$ cat src/rtl/lcd_line_serializer_pkg.sv
// Shared types and constants for the memory-LCD line serializer.
// State encoding, mode-byte layout and trailer length live here so the top and bench agree.
package lcd_line_serializer_pkg;

    typedef enum logic [3:0] {
        StIdle,
        StCsSetup,
        StMode,
        StAddr,
        StFetch,
        StData,
        StLtrail,
        StFtrail,
        StCsHold,
        StDone
    } state_e;

    localparam int unsigned BYTE_BITS      = 8;
    localparam int unsigned TRAILER_BITS   = 8;
    localparam int unsigned MODE_WRITE_BIT = 7;
    localparam int unsigned MODE_VCOM_BIT  = 6;

    function automatic logic [7:0] bit_reverse(input logic [7:0] b);
        logic [7:0] r;
        for (int i = 0; i < 8; i++) begin
            r[i] = b[7-i];
        end
        return r;
    endfunction

    function automatic logic [7:0] mode_byte(input logic vcom);
        logic [7:0] m;
        m                 = '0;
        m[MODE_WRITE_BIT] = 1'b1;
        m[MODE_VCOM_BIT]  = vcom;
        return m;
    endfunction

endpackage

$ cat src/rtl/lcd_line_serializer_if.sv
// Control, pixel-FIFO read side and LCD pin bundle of the line serializer.
// Signal directions in the names are as seen from the serializer (master).
interface lcd_line_serializer_if;
    logic       i_start;
    logic       i_vcom;
    logic [7:0] i_fifo_rdata;
    logic       i_fifo_rempty;
    logic       o_fifo_rinc;
    logic       o_scs;
    logic       o_sclk;
    logic       o_si;
    logic       o_busy;
    logic       o_done;
    logic       o_underrun;

    modport master (
        input  i_start,
        input  i_vcom,
        input  i_fifo_rdata,
        input  i_fifo_rempty,
        output o_fifo_rinc,
        output o_scs,
        output o_sclk,
        output o_si,
        output o_busy,
        output o_done,
        output o_underrun
    );

    modport slave (
        output i_start,
        output i_vcom,
        output i_fifo_rdata,
        output i_fifo_rempty,
        input  o_fifo_rinc,
        input  o_scs,
        input  o_sclk,
        input  o_si,
        input  o_busy,
        input  o_done,
        input  o_underrun
    );
endinterface

$ cat src/rtl/lcd_line_serializer_sclk_div.sv
// SCLK divider: each bit is CLK_DIV low cycles followed by CLK_DIV high cycles.
// Holds SCLK low and restarts at the low half whenever enable drops.
module lcd_line_serializer_sclk_div #(
    parameter int unsigned CLK_DIV = 4
) (
    input  logic i_clk,
    input  logic i_reset_n,
    input  logic i_enable,
    output logic o_bit_end,
    output logic o_sclk
);
    localparam int unsigned CntW = (CLK_DIV > 1) ? $clog2(CLK_DIV) : 1;

    logic [CntW-1:0] cnt_q, cnt_d;
    logic            high_q, high_d;
    logic            half_end;

    assign half_end = (cnt_q == CntW'(CLK_DIV - 1));

    always_comb begin
        cnt_d  = '0;
        high_d = 1'b0;
        if (i_enable) begin
            if (half_end) begin
                cnt_d  = '0;
                high_d = ~high_q;
            end else begin
                cnt_d  = cnt_q + CntW'(1);
                high_d = high_q;
            end
        end
    end

    always_ff @(posedge i_clk or negedge i_reset_n) begin
        if (!i_reset_n) begin
            cnt_q  <= '0;
            high_q <= 1'b0;
        end else begin
            cnt_q  <= cnt_d;
            high_q <= high_d;
        end
    end

    assign o_bit_end = i_enable & high_q & half_end;
    assign o_sclk    = high_q;

endmodule

$ cat src/rtl/lcd_line_serializer.sv
// Pops 1bpp bytes from the pixel FIFO and shifts one full memory-LCD frame out on SCS/SCLK/SI:
// mode byte, then per line address/data/trailer, then the frame trailer.
module lcd_line_serializer
    import lcd_line_serializer_pkg::*;
#(
    parameter int unsigned LINE_BYTES = 18,
    parameter int unsigned NUM_LINES  = 168,
    parameter int unsigned CLK_DIV    = 4,
    parameter int unsigned CS_SETUP   = 8
) (
    input logic                   i_clk,
    input logic                   i_reset_n,
    lcd_line_serializer_if.master bus
);
    localparam int unsigned LineW = $clog2(NUM_LINES + 1);
    localparam int unsigned ByteW = (LINE_BYTES > 1) ? $clog2(LINE_BYTES) : 1;
    localparam int unsigned WaitW = (CS_SETUP > 1) ? $clog2(CS_SETUP) : 1;

    state_e           state_q, state_d;
    logic [LineW-1:0] line_q, line_d;
    logic [ByteW-1:0] byte_q, byte_d;
    logic [2:0]       bit_q, bit_d;
    logic [WaitW-1:0] wait_q, wait_d;
    logic [6:0]       sh_q, sh_d;
    logic             si_q, si_d;
    logic             scs_q, scs_d;
    logic             en_q, en_d;
    logic             busy_q, busy_d;
    logic             done_q, done_d;
    logic             underrun_q, underrun_d;
    logic             stall_q, stall_d;
    logic             pend_q, pend_d;
    logic             vcom_q, vcom_d;

    logic             bit_end;
    logic             sclk;
    logic             fifo_rinc;
    logic             load;
    logic [7:0]       load_byte;
    logic             bit_last;
    logic [LineW-1:0] line_next;

    lcd_line_serializer_sclk_div #(
        .CLK_DIV (CLK_DIV)
    ) u_sclk_div (
        .i_clk     (i_clk),
        .i_reset_n (i_reset_n),
        .i_enable  (en_q),
        .o_bit_end (bit_end),
        .o_sclk    (sclk)
    );

    always_comb begin
        state_d    = state_q;
        line_d     = line_q;
        byte_d     = byte_q;
        bit_d      = bit_q;
        wait_d     = wait_q;
        sh_d       = sh_q;
        si_d       = si_q;
        scs_d      = scs_q;
        en_d       = en_q;
        busy_d     = busy_q;
        vcom_d     = vcom_q;
        done_d     = 1'b0;
        stall_d    = 1'b0;
        pend_d     = 1'b0;
        fifo_rinc  = 1'b0;
        load       = 1'b0;
        load_byte  = '0;
        line_next  = line_q + LineW'(1);
        bit_last   = (bit_q == ((state_q inside {StLtrail, StFtrail}) ?
                                3'(TRAILER_BITS - 1) : 3'(BYTE_BITS - 1)));

        unique case (state_q)
            StIdle: begin
                // done_q is only high in the first idle cycle; a start there is dropped
                if (bus.i_start && !done_q) begin
                    state_d = StCsSetup;
                    scs_d   = 1'b1;
                    busy_d  = 1'b1;
                    vcom_d  = bus.i_vcom;
                    line_d  = LineW'(1);
                    byte_d  = '0;
                    wait_d  = '0;
                end
            end
            StCsSetup: begin
                if (wait_q == WaitW'(CS_SETUP - 1)) begin
                    state_d   = StMode;
                    en_d      = 1'b1;
                    load      = 1'b1;
                    load_byte = bit_reverse(mode_byte(vcom_q));
                end else begin
                    wait_d = wait_q + WaitW'(1);
                end
            end
            StMode, StAddr, StData, StLtrail, StFtrail: begin
                if (bit_end) begin
                    if (!bit_last) begin
                        bit_d = bit_q + 3'd1;
                        si_d  = sh_q[0];
                        sh_d  = {1'b0, sh_q[6:1]};
                    end else begin
                        unique case (state_q)
                            StMode: begin
                                state_d   = StAddr;
                                load      = 1'b1;
                                load_byte = 8'(line_q);
                            end
                            StAddr: begin
                                state_d = StFetch;
                                byte_d  = '0;
                                en_d    = 1'b0;
                            end
                            StData: begin
                                if (byte_q == ByteW'(LINE_BYTES - 1)) begin
                                    state_d = StLtrail;
                                    load    = 1'b1;
                                end else begin
                                    state_d = StFetch;
                                    byte_d  = byte_q + ByteW'(1);
                                    en_d    = 1'b0;
                                end
                            end
                            StLtrail: begin
                                load = 1'b1;
                                if (line_q == LineW'(NUM_LINES)) begin
                                    state_d = StFtrail;
                                end else begin
                                    state_d   = StAddr;
                                    line_d    = line_next;
                                    load_byte = 8'(line_next);
                                end
                            end
                            StFtrail: begin
                                state_d = StCsHold;
                                en_d    = 1'b0;
                                wait_d  = '0;
                            end
                            default: ;
                        endcase
                    end
                end
            end
            StFetch: begin
                // One pop in flight at most; the byte is loaded the cycle after the pop
                if (!pend_q) begin
                    if (!bus.i_fifo_rempty) begin
                        fifo_rinc = 1'b1;
                        pend_d    = 1'b1;
                    end else begin
                        stall_d = 1'b1;
                    end
                end else begin
                    state_d   = StData;
                    en_d      = 1'b1;
                    load      = 1'b1;
                    load_byte = bus.i_fifo_rdata;
                end
            end
            StCsHold: begin
                if (wait_q == WaitW'(CS_SETUP - 1)) begin
                    state_d = StDone;
                    scs_d   = 1'b0;
                    si_d    = 1'b0;
                end else begin
                    wait_d = wait_q + WaitW'(1);
                end
            end
            StDone: begin
                state_d = StIdle;
                done_d  = 1'b1;
                busy_d  = 1'b0;
            end
            default: state_d = StIdle;
        endcase

        if (load) begin
            si_d  = load_byte[0];
            sh_d  = load_byte[7:1];
            bit_d = '0;
        end

        underrun_d = stall_d & ~stall_q;
    end

    always_ff @(posedge i_clk or negedge i_reset_n) begin
        if (!i_reset_n) begin
            state_q    <= StIdle;
            line_q     <= '0;
            byte_q     <= '0;
            bit_q      <= '0;
            wait_q     <= '0;
            sh_q       <= '0;
            si_q       <= 1'b0;
            scs_q      <= 1'b0;
            en_q       <= 1'b0;
            busy_q     <= 1'b0;
            done_q     <= 1'b0;
            underrun_q <= 1'b0;
            stall_q    <= 1'b0;
            pend_q     <= 1'b0;
            vcom_q     <= 1'b0;
        end else begin
            state_q    <= state_d;
            line_q     <= line_d;
            byte_q     <= byte_d;
            bit_q      <= bit_d;
            wait_q     <= wait_d;
            sh_q       <= sh_d;
            si_q       <= si_d;
            scs_q      <= scs_d;
            en_q       <= en_d;
            busy_q     <= busy_d;
            done_q     <= done_d;
            underrun_q <= underrun_d;
            stall_q    <= stall_d;
            pend_q     <= pend_d;
            vcom_q     <= vcom_d;
        end
    end

    assign bus.o_fifo_rinc = fifo_rinc;
    assign bus.o_scs       = scs_q;
    assign bus.o_sclk      = sclk;
    assign bus.o_si        = si_q;
    assign bus.o_busy      = busy_q;
    assign bus.o_done      = done_q;
    assign bus.o_underrun  = underrun_q;

endmodule

$ cat src/flat_wrapper.sv
// flat-port wrapper written by rule: the top's interface ports become plain ports
module lcd_line_serializer_flat import lcd_line_serializer_pkg::*;
#(
    parameter int unsigned LINE_BYTES = 18,
    parameter int unsigned NUM_LINES  = 168,
    parameter int unsigned CLK_DIV    = 4,
    parameter int unsigned CS_SETUP   = 8
)
  (i_clk, i_reset_n, bus_i_start, bus_i_vcom, bus_i_fifo_rdata, bus_i_fifo_rempty, bus_o_fifo_rinc, bus_o_scs, bus_o_sclk, bus_o_si, bus_o_busy, bus_o_done, bus_o_underrun);
  lcd_line_serializer_if bus_i ();
  input logic i_clk;
  input logic i_reset_n;
  input wire logic [$bits(bus_i.i_start)-1:0] bus_i_start;
  input wire logic [$bits(bus_i.i_vcom)-1:0] bus_i_vcom;
  input wire logic [$bits(bus_i.i_fifo_rdata)-1:0] bus_i_fifo_rdata;
  input wire logic [$bits(bus_i.i_fifo_rempty)-1:0] bus_i_fifo_rempty;
  output wire logic [$bits(bus_i.o_fifo_rinc)-1:0] bus_o_fifo_rinc;
  output wire logic [$bits(bus_i.o_scs)-1:0] bus_o_scs;
  output wire logic [$bits(bus_i.o_sclk)-1:0] bus_o_sclk;
  output wire logic [$bits(bus_i.o_si)-1:0] bus_o_si;
  output wire logic [$bits(bus_i.o_busy)-1:0] bus_o_busy;
  output wire logic [$bits(bus_i.o_done)-1:0] bus_o_done;
  output wire logic [$bits(bus_i.o_underrun)-1:0] bus_o_underrun;
  assign bus_i.i_start = bus_i_start;
  assign bus_i.i_vcom = bus_i_vcom;
  assign bus_i.i_fifo_rdata = bus_i_fifo_rdata;
  assign bus_i.i_fifo_rempty = bus_i_fifo_rempty;
  assign bus_o_fifo_rinc = bus_i.o_fifo_rinc;
  assign bus_o_scs = bus_i.o_scs;
  assign bus_o_sclk = bus_i.o_sclk;
  assign bus_o_si = bus_i.o_si;
  assign bus_o_busy = bus_i.o_busy;
  assign bus_o_done = bus_i.o_done;
  assign bus_o_underrun = bus_i.o_underrun;
  lcd_line_serializer #(.LINE_BYTES(LINE_BYTES), .NUM_LINES(NUM_LINES), .CLK_DIV(CLK_DIV), .CS_SETUP(CS_SETUP)) u_core (.i_clk(i_clk), .i_reset_n(i_reset_n), .bus(bus_i));
endmodule
$ cat config.mk
export PLATFORM = sky130hd
export DESIGN_NAME = lcd_line_serializer_flat
export DESIGN_NICKNAME = d
export VERILOG_FILES = /design/src/rtl/lcd_line_serializer_pkg.sv /design/src/rtl/lcd_line_serializer_if.sv /design/src/rtl/lcd_line_serializer_sclk_div.sv /design/src/rtl/lcd_line_serializer.sv /design/src/flat_wrapper.sv
export SDC_FILE = /design/constraint.sdc
export NUM_CORES = 1
export LEC_CHECK = 0
export CORE_ASPECT_RATIO = 1.25
export CORE_MARGIN = 2
export CORE_UTILIZATION = 50
export DETAILED_ROUTE_END_ITERATION = 12
export HOLD_SLACK_MARGIN = 0.02
export PLACE_DENSITY_LB_ADDON = 0.2
export SYNTH_ARGS = -nofsm -noshare
export SYNTH_HDL_FRONTEND = slang
export SYNTH_HIERARCHICAL = 1
export SYNTH_SLANG_ARGS = --single-unit
$ cat constraint.sdc
create_clock -name i_clk -period 6.4 [get_ports i_clk]
set_clock_uncertainty 0.2 [all_clocks]
set_input_delay 1.28 -clock i_clk [delete_from_list [all_inputs] [get_ports i_clk]]
set_output_delay 1.28 -clock i_clk [all_outputs]
set_load 0.03 [all_outputs]
== After elaboration in Yosys (flattened, before gate mapping) ==
Index checks and enable logic that the tools add are counted.
Widths: inputs -> output; s select.
Word-level totals
  word-level logic and storage cells: 161
  register bits after elaboration: 42
  bits of input ports: 13
  output and inout bits: 7
Operators by class
  eq/ne operators: 33
  bitwise operators: 5
  reduce and logical (&&, ||, !) cells: 25
  add/subtract/negate cells: 5
  mux-type cells: 76
Operator list (number)
  $mux 8: 9
  $pmux 4 s5: 2
  $pmux 8 s2: 2
  $mux 3: 10
  $mux 7: 4
  $mux 1: 24
  $mux 4: 6
  $pmux 8 s3: 1
  $mux 5: 4
  $pmux 5 s2: 2
  $ne 2x1->1 const B: 9
  $reduce_and 6->1: 3
  $eq 4x3->1 const B: 4
  $reduce_and 7->1: 2
  $pmux 1 s2: 5
  $reduce_bool 2->1: 5
  $ne 3x1->1 const B: 3
  $pmux 3 s3: 1
  $reduce_bool 3->1: 3
  $add 8x1->8 const B: 1
  $eq 4x2->1 const B: 2
  $eq 4x4->1 const B: 2
  $eq 8x8->1 const B: 1
  $mux 2: 4
  22 further kinds: 35

== Logic depth before layout (Yosys ltp) ==
  word-level depth: 8
  depth in mapped cells: 9
  depth with buffers taken out: 7

== Hierarchy ==
Netlist, hierarchy kept.
By module, submodules not included
  lcd_line_serializer: area each 2452.4 sq um, seq. area each 975.9 sq um, cells an instance 255, instances 1
  lcd_line_serializer_sclk_div: area each 123.9 sq um, seq. area each 75.1 sq um, cells an instance 9, instances 1

== Least setup slack after synthesis ==
OpenSTA, ideal clock, no wires.
  path kind: in2out
  from: in bus_i_fifo_rempty
  to: out bus_o_fifo_rinc
  path slack: 3.202 ns
  data arrival time: 1.718 ns
  buffers on the path: 0
  stages on the path: 1
  data required time: 4.920 ns
  path through: nor2_1
On the way
  longest elaborated chain between the ends: 3
Ends and longest elaborated chain
  start, declared: RTL line flat_wrapper.sv:16  | input wire logic [$bits(bus_i.i_fifo_rempty)-1:0] bus_i_fifo_rempty;
  $mux 1: RTL line lcd_line_serializer.sv:149  | if (!bus.i_fifo_rempty) begin
  $mux 1: RTL line lcd_line_serializer.sv:148  | if (!pend_q) begin
  $mux 1: RTL line lcd_line_serializer.sv:75  | unique case (state_q)
  end, declared: RTL line flat_wrapper.sv:17  | output wire logic [$bits(bus_i.o_fifo_rinc)-1:0] bus_o_fifo_rinc;
No other way between the ends.

== Worst setup path in the final report ==
Ends and elaborated chain as after synthesis.

==> results.yml <==
status:
  status: "completed"
worst_setup_path:
  regToRegSetupSlack_ns: 3.65
  critPathMaxStageDelay_ns: 0.70
  rr_endpoint: "u_core/sh_q[6]"
  cp_max_fo: 2
  startpoint: "bus_i_fifo_rempty"
  crit_path_start_kind: "input pin"
  worst-endpoint-arrival_ns: 2.56
  reg2reg_depth: 4
  end_kind: "primary output"
  critPathKind: "in -> out"
  timing.rr.start: "u_core/state_q[2]"
  path_cells: "clkdlybuf4s50_1 -> nor2_1 -> clkdlybuf4s50_1"
  path_common_cell: "clkdlybuf4s50_1"
  endpoint: "bus_o_fifo_rinc"
  cpMaxStageDelayCell: "clkdlybuf4s50_1"
  required_ns: 4.92
cells_and_area:
  syn_to_final_growth_pct: 11.5
  antenna_cells: 0
  fin_nets: 300
  stdcell_area_mm2: 0.00287
  drive_gt1_share_pct: 8.96
synthesis:
  syn_area_mm2: 0.00258
  syn_area_per_cell_um2: 9.76
  synth_nets: 286
  yosysSeqAreaShare_pct: 40.8
  synth_edf_count: 0
  synthArstFlopShare_pct: 100
  synth-seq-cells: 42
  ys_warn_count: 6
  syn_inst: 264
  synth_flop_cell: "dfrtp_1"
  synthDistinctLibCells: 66
grt:
  use_met3_pct: 4.02
  grt_pass1_vias: 1942
  use_met2_pct: 33.7
  grt_pass1_wl_um: 9450
  grt_max_degree: 43
  grt.total_usage_pct: 21.3
  overflow: 0
  met1_usage_pct: 28.8
  top_usage_layer: "met2"
  antenna_found_initial: 0
clocking:
  clock-sinks: 42
  cts_resized: 0
  cts_buffer_depth: 2
  tritoncts: "yes"
  root_buffer: "clkbuf_8"
  clock_latency_ns: 0.29
  cts_made_buffers: 5
  holdBufCountCts: 0
  cts.htree.levels: 2
  cts_setup_buffers: 0
  clk_pin_slew_ns: 0.08
sta:
  rsz0062_at_grt: "no"
  timing.final.crit_share_pct: 63.2
  slew_viol_final: 0
  finalSetupViolCount: 0
  slew_headroom_pct: 38.0
  fin_crit_ns: 4.04
  hold_viol: 0
  setup-tns-final_ns: 0
  fmax_mhz: 247
  worstMarginPinSlew_ns: 0.930
drt:
  drc: 0
  avgViaCountPerCell: 5.91
  ant_nets: 0
  drt_wl_total_um: 5500
  wl_per_cell_um: 16.1
  drt_iter0_drc: 86
  drt_first_pass_iters: 7
  vias: 2015
floorplanning:
  die_area_mm2: 0.00575
  fp-row-count: 29
  ios: 20
  die_height_um: 84.3
  initial_utilization_pct: 51.4
  die_w_um: 68.2
  core_area_mm2: 0.00501
place:
  finalWeightedCongestion: 0.844
  dpl_cell_area_mm2: 0.00278
  place_hpwl_um: 4060
  io_buffers: 19
pwr:
  clockPowerShare_pct: 16.5
  p_comb_share_pct: 42.1
  p_per_area_mw_per_mm2: 366
  p_leak_nw: 1.31
  switchingPower_mw: 0.442
  p_int_mw: 0.611
  ir_drop_v: 0.000172
  swShare_pct: 41.9
  p_seq_share_pct: 41.4
run:
  maxCapViolations: 0
worst_hold_path:
  hold_class: "reg -> reg"
## how the worst min path moves through the flow
| stage | cells after the start | to | from |
|---|---|---|---|
| CTS | 1 | u_core/bus.o_underrun | u_core/stall_q |
| floorplan | 1 | u_core/bus.o_underrun | u_core/stall_q |
| detailed placement | 1 | u_core/bus.o_underrun | u_core/stall_q |
| finish | 1 | u_core/bus.o_underrun | u_core/stall_q |
| global route | 1 | u_core/bus.o_underrun | u_core/stall_q |
| global placement | 1 | u_core/bus.o_underrun | u_core/stall_q |
## cell type report
class	instances	area, um2
Multi-Input combinational cell	202	1440
Inverter	8	30.0
Sequential cell	42	1050
Timing Repair Buffer	19	185
Fill cell	458	2130
Tap cell	62	77.6
Clock inverter	1	5.00
Clock buffer	7	86.3
## critical path, delay by kind of cell
kind	cells	cell delay (ns)
buf+inv	2	1.11
simple gates	1	0.17
## cell usage in the layout (no fill, tap or decap), drive strengths merged, types with 4 or more instances in the layout
master / netlist / routed
nor3: 4 / 4
nand2b: 5 / 5
and2: 7 / 7
nand3b: 6 / 6
a21oi: 12 / 12
mux2i: 12 / 12
clkbuf: 4 / 7
nand2: 25 / 25
nor2: 16 / 16
dfrtp: 42 / 42
nor2b: 10 / 10
clkdlybuf4s50: 0 / 18
nand3: 8 / 8
o31ai: 5 / 5
ha: 9 / 9
o21ai: 23 / 23
xnor2: 4 / 4
inv: 8 / 8
## cell usage after synthesis, types with 3 or more instances
cell type | count | share of area, %
dfrtp_1 | 42 | 41
inv_1 | 8 | 1.2
o21ai_0 | 6 | 1.2
ha_1 | 9 | 4.4
o21ai_1 | 15 | 2.9
xnor2_1 | 4 | 1.4
clkbuf_1 | 4 | 0.58
mux2i_1 | 12 | 4.7
nor2_1 | 16 | 2.3
nor2b_1 | 10 | 2.4
nand2_1 | 25 | 3.6
buf_2 | 7 | 1.4
nor4_1 | 3 | 0.73
a221oi_1 | 3 | 1.0
and2_1 | 6 | 1.5
o31ai_1 | 3 | 0.87
nand3b_1 | 5 | 1.5
a21oi_1 | 10 | 1.9
nand2b_1 | 5 | 1.2
xor2_1 | 3 | 1.0
a22o_1 | 3 | 1.0
nand3_1 | 8 | 1.6
nor3_1 | 4 | 0.78
## stage by stage
step                      power [mW]  std cells  utilization, %  hold WS, ns  worst slack [ns]
after detailed placement       0.886        333            55.5        0.218              2.38
final                           1.05        341            57.4        0.215              2.36
after CTS                       1.06        341            57.4        0.228              2.36
after floorplan                0.771        264               -        0.178              3.20
after global placement         0.874        333            55.5        0.187              2.41
after global routing            1.14        341            57.4        0.240              2.18
## flip-flops by register name, summed over array words and instances (netlist names)
register and cells:
u_core/line_q 8, u_core/sh_q 7, u_core/byte_q 5, u_core/state_q 4
u_core/bit_q 3, u_core/wait_q 3, u_core/u_sclk_div/cnt_q 2, u_core/bus.o_busy 1
u_core/bus.o_done 1, u_core/bus.o_scs 1, u_core/bus.o_si 1, u_core/bus.o_underrun 1
u_core/en_q 1, u_core/pend_q 1, u_core/stall_q 1, u_core/u_sclk_div/o_sclk 1
u_core/vcom_q 1
## per-layer routing
layer / vias up / wire length (um)
met5: - / 0
met4: 0 / 96
met3: 10 / 202
met2: 43 / 2730
met1: 965 / 2480
li1: 997 / -
## power by group through the flow
| stage | registers (mW) | logic [mW] | clock network (mW) |
|---|---|---|---|
| global route | 0.454 | 0.496 | 0.194 |
| global placement | 0.437 | 0.437 | 0 |
| detailed placement | 0.442 | 0.444 | 0 |
| finish | 0.436 | 0.443 | 0.174 |
| CTS | 0.437 | 0.445 | 0.182 |
| floorplan | 0.395 | 0.376 | 0 |
## kinds of logic (layout without fill, tap and decap cells)
family / Yosys count / count (layout) / synth area share [%]
simple gates: 101 / 101 / 22.9
fa+ha+maj: 9 / 9 / 4.37
buf+inv: 20 / 35 / 3.40
flops: 42 / 42 / 40.8
xor+xnor: 7 / 7 / 2.38
compound gates: 71 / 71 / 20.6
mux: 14 / 14 / 5.54
(Power assumes the default switching activity.)
